File: src/rtl/dz_pkg.sv
`default_nettype none
// ============================================================================
//  Module   : dz_pkg
//  Purpose  : Shared types and constants for the dot-matrix countdown
//             sequencer: FSM state encoding and datapath widths.
//  Revision : 1.0  initial release
// ============================================================================
package dz_pkg;

    // Sequencer states (2-bit encoding)
    typedef enum logic [1:0] {
        ST_IDLE  = 2'd0,
        ST_RUN   = 2'd1,
        ST_PAUSE = 2'd2,
        ST_DONE  = 2'd3
    } dz_state_t;

    localparam int DZ_ROWS  = 8;   // rows of the matrix
    localparam int DZ_NUM_W = 3;   // digit width
    localparam int DZ_ROW_W = 3;   // row index width

endpackage : dz_pkg
`default_nettype wire

File: src/rtl/dz_tick_div.sv
`default_nettype none
// ============================================================================
//  Module   : dz_tick_div
//  Purpose  : Modulo-N counter with enable, synchronous clear and a
//             terminal-count pulse.
//  Ports    : clk, rst  - clock, synchronous active-high reset
//             en        - advance the count this cycle
//             clr       - force the count to 0 (wins over en)
//             cnt       - current count, 0..N-1
//             tc        - high when the count wraps on this edge
//  Revision : 1.0  initial release
// ============================================================================
module dz_tick_div #(
    parameter int N = 4,
    parameter int W = (N > 1) ? $clog2(N) : 1
) (
    input  logic         clk,
    input  logic         rst,
    input  logic         en,
    input  logic         clr,
    output logic [W-1:0] cnt,
    output logic         tc
);

    localparam logic [W-1:0] c_LAST = W'(N - 1);

    logic [W-1:0] r_cnt;

    always_ff @(posedge clk) begin
        if (rst || clr) begin
            r_cnt <= '0;
        end else if (en) begin
            r_cnt <= (r_cnt == c_LAST) ? '0 : r_cnt + 1'b1;
        end
    end

    assign cnt = r_cnt;
    assign tc  = en && !clr && (r_cnt == c_LAST);

endmodule : dz_tick_div
`default_nettype wire

File: src/rtl/dz_count_ctrl.sv
`default_nettype none
// ============================================================================
//  Module   : dz_count_ctrl
//  Purpose  : Row-scan timing and second-based countdown sequencer for the
//             8x8 dot-matrix countdown display.
//  Ports    : clk, rst        - clock, synchronous active-high reset
//             start/pause/reload - one-cycle debounced key pulses
//             num             - current digit for the glyph block
//             row_idx, row    - active row index / active-low row select
//             blank           - blink blanking while counting is finished
//             busy, done      - RUN / DONE status
//  Revision : 1.0  initial release
// ============================================================================
module dz_count_ctrl
    import dz_pkg::*;
#(
    parameter int SCAN_DIV  = 125,
    parameter int SEC_DIV   = 1000,
    parameter int START_NUM = 5
) (
    input  logic                clk,
    input  logic                rst,
    input  logic                start,
    input  logic                pause,
    input  logic                reload,
    output logic [DZ_NUM_W-1:0] num,
    output logic [DZ_ROW_W-1:0] row_idx,
    output logic [DZ_ROWS-1:0]  row,
    output logic                blank,
    output logic                busy,
    output logic                done
);

    localparam int c_SCAN_W = $clog2(SCAN_DIV);
    localparam int c_SEC_W  = $clog2(SEC_DIV);

    localparam logic [DZ_NUM_W-1:0] c_START    = DZ_NUM_W'(START_NUM);
    localparam logic [DZ_NUM_W-1:0] c_ONE      = DZ_NUM_W'(1);
    localparam logic [c_SEC_W-1:0]  c_SEC_LAST = c_SEC_W'(SEC_DIV - 1);
    localparam logic [c_SEC_W-1:0]  c_SEC_HALF = c_SEC_W'(SEC_DIV / 2);
    localparam logic [DZ_ROWS-1:0]  c_ROW_RST  = {{(DZ_ROWS-1){1'b1}}, 1'b0};

    dz_state_t             r_state, w_state_nxt;
    logic [DZ_NUM_W-1:0]   r_num, w_num_nxt;
    logic                  r_restart, w_restart;
    logic                  r_busy, r_done, r_blank;
    logic [DZ_ROW_W-1:0]   r_row_idx;
    logic [DZ_ROWS-1:0]    r_row;

    logic [c_SCAN_W-1:0]   w_scan_cnt_unused;
    logic                  w_scan_tc;
    logic [c_SEC_W-1:0]    w_sec_cnt, w_sec_nxt;
    logic                  w_sec_tc, w_sec_en, w_sec_clr, w_tick;

    // ---------------------------------------------------------------- scan
    dz_tick_div #(.N(SCAN_DIV), .W(c_SCAN_W)) u_scan_div (
        .clk (clk),
        .rst (rst),
        .en  (1'b1),
        .clr (1'b0),
        .cnt (w_scan_cnt_unused),
        .tc  (w_scan_tc)
    );

    always_ff @(posedge clk) begin
        if (rst) begin
            r_row_idx <= '0;
            r_row     <= c_ROW_RST;
        end else if (w_scan_tc) begin
            r_row_idx <= r_row_idx + 1'b1;
            r_row     <= {r_row[DZ_ROWS-2:0], r_row[DZ_ROWS-1]};
        end
    end

    // -------------------------------------------------------------- second
    // The counter is also held for the cycle following a (re)start
    // (r_restart), so the first decrement lands SEC_DIV+1 edges after the
    // start pulse and every later one SEC_DIV edges apart.
    assign w_sec_en  = (r_state == ST_RUN) || (r_state == ST_DONE);
    assign w_sec_clr = (r_state == ST_IDLE) || reload || w_restart || r_restart;

    dz_tick_div #(.N(SEC_DIV), .W(c_SEC_W)) u_sec_div (
        .clk (clk),
        .rst (rst),
        .en  (w_sec_en),
        .clr (w_sec_clr),
        .cnt (w_sec_cnt),
        .tc  (w_sec_tc)
    );

    assign w_tick = (r_state == ST_RUN) && w_sec_tc;

    // Next value of the second counter, so blank can be registered yet
    // still track the counter without a cycle of lag.
    always_comb begin
        w_sec_nxt = w_sec_cnt;
        if (w_sec_clr) begin
            w_sec_nxt = '0;
        end else if (w_sec_en) begin
            w_sec_nxt = (w_sec_cnt == c_SEC_LAST) ? '0 : w_sec_cnt + 1'b1;
        end
    end

    // ----------------------------------------------------------------- FSM
    always_comb begin
        w_state_nxt = r_state;
        w_num_nxt   = r_num;
        w_restart   = 1'b0;
        if (reload) begin
            w_state_nxt = ST_IDLE;
            w_num_nxt   = c_START;
        end else begin
            case (r_state)
                ST_IDLE: begin
                    if (start) begin
                        w_restart   = 1'b1;
                        w_state_nxt = (c_START == '0) ? ST_DONE : ST_RUN;
                    end
                end
                ST_RUN: begin
                    if (w_tick && (r_num != '0)) begin
                        w_num_nxt = r_num - 1'b1;
                    end
                    // Reaching zero outranks a simultaneous pause.
                    if (w_tick && (r_num == c_ONE)) begin
                        w_state_nxt = ST_DONE;
                    end else if (pause) begin
                        w_state_nxt = ST_PAUSE;
                    end
                end
                ST_PAUSE: begin
                    if (start || pause) begin
                        w_state_nxt = ST_RUN;
                    end
                end
                ST_DONE: begin
                    if (start) begin
                        w_restart   = 1'b1;
                        w_num_nxt   = c_START;
                        w_state_nxt = (c_START == '0) ? ST_DONE : ST_RUN;
                    end
                end
                default: w_state_nxt = ST_IDLE;
            endcase
        end
    end

    always_ff @(posedge clk) begin
        if (rst) begin
            r_state   <= ST_IDLE;
            r_num     <= c_START;
            r_restart <= 1'b0;
            r_busy    <= 1'b0;
            r_done    <= 1'b0;
            r_blank   <= 1'b0;
        end else begin
            r_state   <= w_state_nxt;
            r_num     <= w_num_nxt;
            r_restart <= w_restart;
            r_busy    <= (w_state_nxt == ST_RUN);
            r_done    <= (w_state_nxt == ST_DONE);
            r_blank   <= (w_state_nxt == ST_DONE) && (w_sec_nxt >= c_SEC_HALF);
        end
    end

    assign num     = r_num;
    assign row_idx = r_row_idx;
    assign row     = r_row;
    assign blank   = r_blank;
    assign busy    = r_busy;
    assign done    = r_done;

endmodule : dz_count_ctrl
`default_nettype wire

File: config.mk
export PLATFORM = sky130hd
export DESIGN_NAME = dz_count_ctrl
export DESIGN_NICKNAME = d
export VERILOG_FILES = /design/src/rtl/dz_pkg.sv /design/src/rtl/dz_tick_div.sv /design/src/rtl/dz_count_ctrl.sv
export SDC_FILE = /design/constraint.sdc
export NUM_CORES = 1
export LEC_CHECK = 0
export ABC_CLOCK_PERIOD_IN_PS = 3800
export BUFFER_PORTS_ARGS = -buffer_cell sky130_fd_sc_hd__buf_2
export CELL_PAD_IN_SITES_DETAIL_PLACEMENT = 1
export CELL_PAD_IN_SITES_GLOBAL_PLACEMENT = 1
export CORE_MARGIN = 2
export CORE_UTILIZATION = 40
export DETAILED_ROUTE_END_ITERATION = 7
export PLACE_DENSITY = 0.72
export SLEW_MARGIN = 20
export SYNTH_ARGS = -nofsm -noshare
export SYNTH_HDL_FRONTEND = slang
export SYNTH_SLANG_ARGS = --single-unit
File: constraint.sdc
create_clock -name clk -period 3.8 [get_ports clk]
set_clock_uncertainty 0.15 [all_clocks]
set_input_delay 0.57 -clock clk [delete_from_list [all_inputs] [get_ports clk]]
set_output_delay 0.57 -clock clk [all_outputs]
set_load 0.01 [all_outputs]
==> flow_summary.ini <==
[final_layout]
syn_to_final_growth_pct = 14.5
final_cell_mix = 37 x dfxtp_1, 21 x buf_2, 13 x nor2_1, 12 x nor3_1, 12 x ha_1
drive_above_1_share = 0.186
nets = 231
antenna_cells = 0
final_common_cell = dfxtp_1

[clocking]
cts_tree = done
cts_made_buffers = 5
htree_levels = 2
post_cts_resized = 0
clkLatencyLatePin_ns = 0.30
hold_buffers = 0
clk_pin_slew_ns = 0.08
cts_buffer_depth = 2
post_cts_buffers = 0
root_buffer = clkbuf_8
clkSinkCount = 37

[worst_setup_path]
end_kind = flop
r2r_slack_ns = 1.37
critPathMaxStageDelay_ns = 0.41
path_cells = inv_1, ha_1, and2b_2, nor4_4, a41o_1, a21oi_1, a2111oi_2
required_ns = 3.84
cp_max_fo = 5
crit_arrival_ns = 2.47
r2r-start = r_state[1]
worstRegToRegCells = 7
crit_path_top_delay_cell = dfxtp_1
worstSetupPathType = reg -> reg
startpoint_type = flop
reg2reg_to = blank

[timing]
rsz0062_at_grt = no
holdWs_ns = 0.338
max_freq_ghz = 0.411
setup_ws_ns = 1.37
slew_viol_final = 0
hold_violations = 0
setup_viol = 0
max-slew-margin-rel = 0.425
period_needed_ns = 2.43
period_share = 0.640
worst_pin_slew_ns = 0.862
setup_tns_ns = 0

[die]
chipHeight_microns = 71.1
rows = 24
core_area_sq_mm = 0.00435
start_util = 0.414
die_w_microns = 71.1
ios = 22
dieArea_sq_mm = 0.00506

[synth]
synth.area.top_cells = dfxtp_1 41%, ha_1 8.3%, xor2_1 5.3%, a211o_1 3.9%, nor3_1 3.3%
postSynthAreaPerCell_sq_um = 9.44
yosysUniqueCellTypes = 45
synth_edf_count = 0
yosysTopAreaCell = dfxtp_1
yosys.area_share.simple = 0.223
async_flop_share = 0
yosysWarningCount = 0
synth_fa_ha_area_frac = 0.0833
seq_area_frac_synth = 0.411
syn_nets = 208
syn_inst = 191
syn_area_sq_mm = 0.00180
synthDominantCellAreaShare = 0.411
synth_compound_area_frac = 0.160
ys_ff_latch = 37
synth.area.mux_share = 0.0111
synth_top_family_by_area = simple AND/OR/NAND/NOR gates
synthFlopType = dfxtp_1
synthXorXnorAreaFrac = 0.0777

[detailed_routing]
post_drt_wl_per_cell_microns = 15.0
dr_total_vias = 1468
ant_nets = 0
dr.first_iter.drc_count = 49
post-route-drc-count = 0
drtPass1Iterations = 4
postRouteWirelength_mm = 4.01
viasPerCell = 5.50

[min_path]
min_from = row[4]
hold_path_end = row[5]
hold_depth = 1
hold_path_class = reg -> reg

[grt]
grt-ovfl-total = 0
gr-usage-all-layers = 0.168
grt_pass1_vias = 1452
antenna_found_initial = 0
grt_pass1_wl_mm = 6.75
grt_max_degree = 26

[power_and_ir_drop]
power_density_mw_per_mm2 = 380
peakVddDrop_v = 0.000256
power.leakage_nw = 0.768
power.total_mw = 0.785

[placement]
hpwl_mm = 2.98
gp_congestion = 0.863
port-buffer-count = 21
place_ws_ns = 1.39

[run]
cap_viol_max_count = 0

[status]
status = finished, final reports clean
[synthesized netlist by cell type, drive strengths merged (2+ instances only)]
cell     instances
nor3b            2
buf              2
o2111ai          2
clkbuf           3
or2              2
nand2            8
a21oi            9
xor2            11
inv             10
o21ai            6
mux2i            2
dfxtp           37
nor2            13
a41o             2
ha              12
a211o            8
nor4             2
nand2b           3
nor2b            8
nand3            9
and3             3
nor3            12
or3              5
xnor2            5
[routing by layer]
metal	global-route usage	routed length, microns	vias to the layer above
li1	-	-	724
met5	0	0	-
met1	0.202	1870	708
met2	0.293	1920	28
met4	0.0503	62	0
met3	0.0442	158	8
[logic make-up (layout without fill, tap and decap cells)]
logic type / Yosys count / in the layout
simple gates: 71 / 71
compound gates: 38 / 38
flops: 37 / 37
xor+xnor: 16 / 16
buf+inv: 15 / 39
fa+ha+maj: 12 / 12
mux: 2 / 2
[per-stage QoR]
stage	area (sq um)	util	instances
6_report	2060	0.474	267
4_1_cts	2060	0.474	267
5_1_grt	2060	0.474	267
3_5_place_dp	1950	0.448	259
3_3_place_gp	1950	0.448	259
2_1_floorplan	1800	-	191
[area by class of cell]
class | instances | area, sq um
Multi-Input combinational cell | 139 | 1000
Timing Repair Buffer | 21 | 105
Inverter | 10 | 37.5
Clock buffer | 5 | 68.8
Fill cell | 492 | 2290
Tap cell | 52 | 65.1
Sequential cell | 37 | 741
Clock inverter | 3 | 46.3
[state kept, by name, summed over array words and instances, names as in the netlist]
signal          flops
u_sec_div.cnt      10
row                 8
u_scan_div.cnt      7
num                 3
row_idx             3
r_state             2
blank               1
busy                1
done                1
r_restart           1
[critical path: cells and delay by family, from the launching register on]
family | cells | cell delay (ns)
AO/OA/AOI/OAI | 3 | 0.69
AND/OR/NAND/NOR | 2 | 0.62
flip-flops | 1 | 0.41
adder cells (fa/ha/maj) | 1 | 0.34
buffers and inverters | 1 | 0.11
[how the worst max path moves through the flow]
| stage | endpoint | startpoint | slack [ns] | depth (start not counted) |
|---|---|---|---|---|
| floorplan | blank | r_state[1] | 1.66 | 7 |
| global placement | blank | reload | 1.48 | 6 |
| detailed placement | blank | reload | 1.39 | 6 |
| CTS | blank | r_state[1] | 1.38 | 7 |
| global route | blank | r_state[0] | 1.28 | 7 |
| finish | blank | r_state[1] | 1.37 | 7 |
[power breakdown]
| part | leakage [nW] | total, mW | switching [mW] | internal, mW |
|---|---|---|---|---|
| sequential | 0.299 | 0.396 | 0.00419 | 0.392 |
| combinational | 0.415 | 0.0404 | 0.0244 | 0.0160 |
| clock | 0.0543 | 0.348 | 0.151 | 0.196 |
Power figures use the tool's default switching activity.
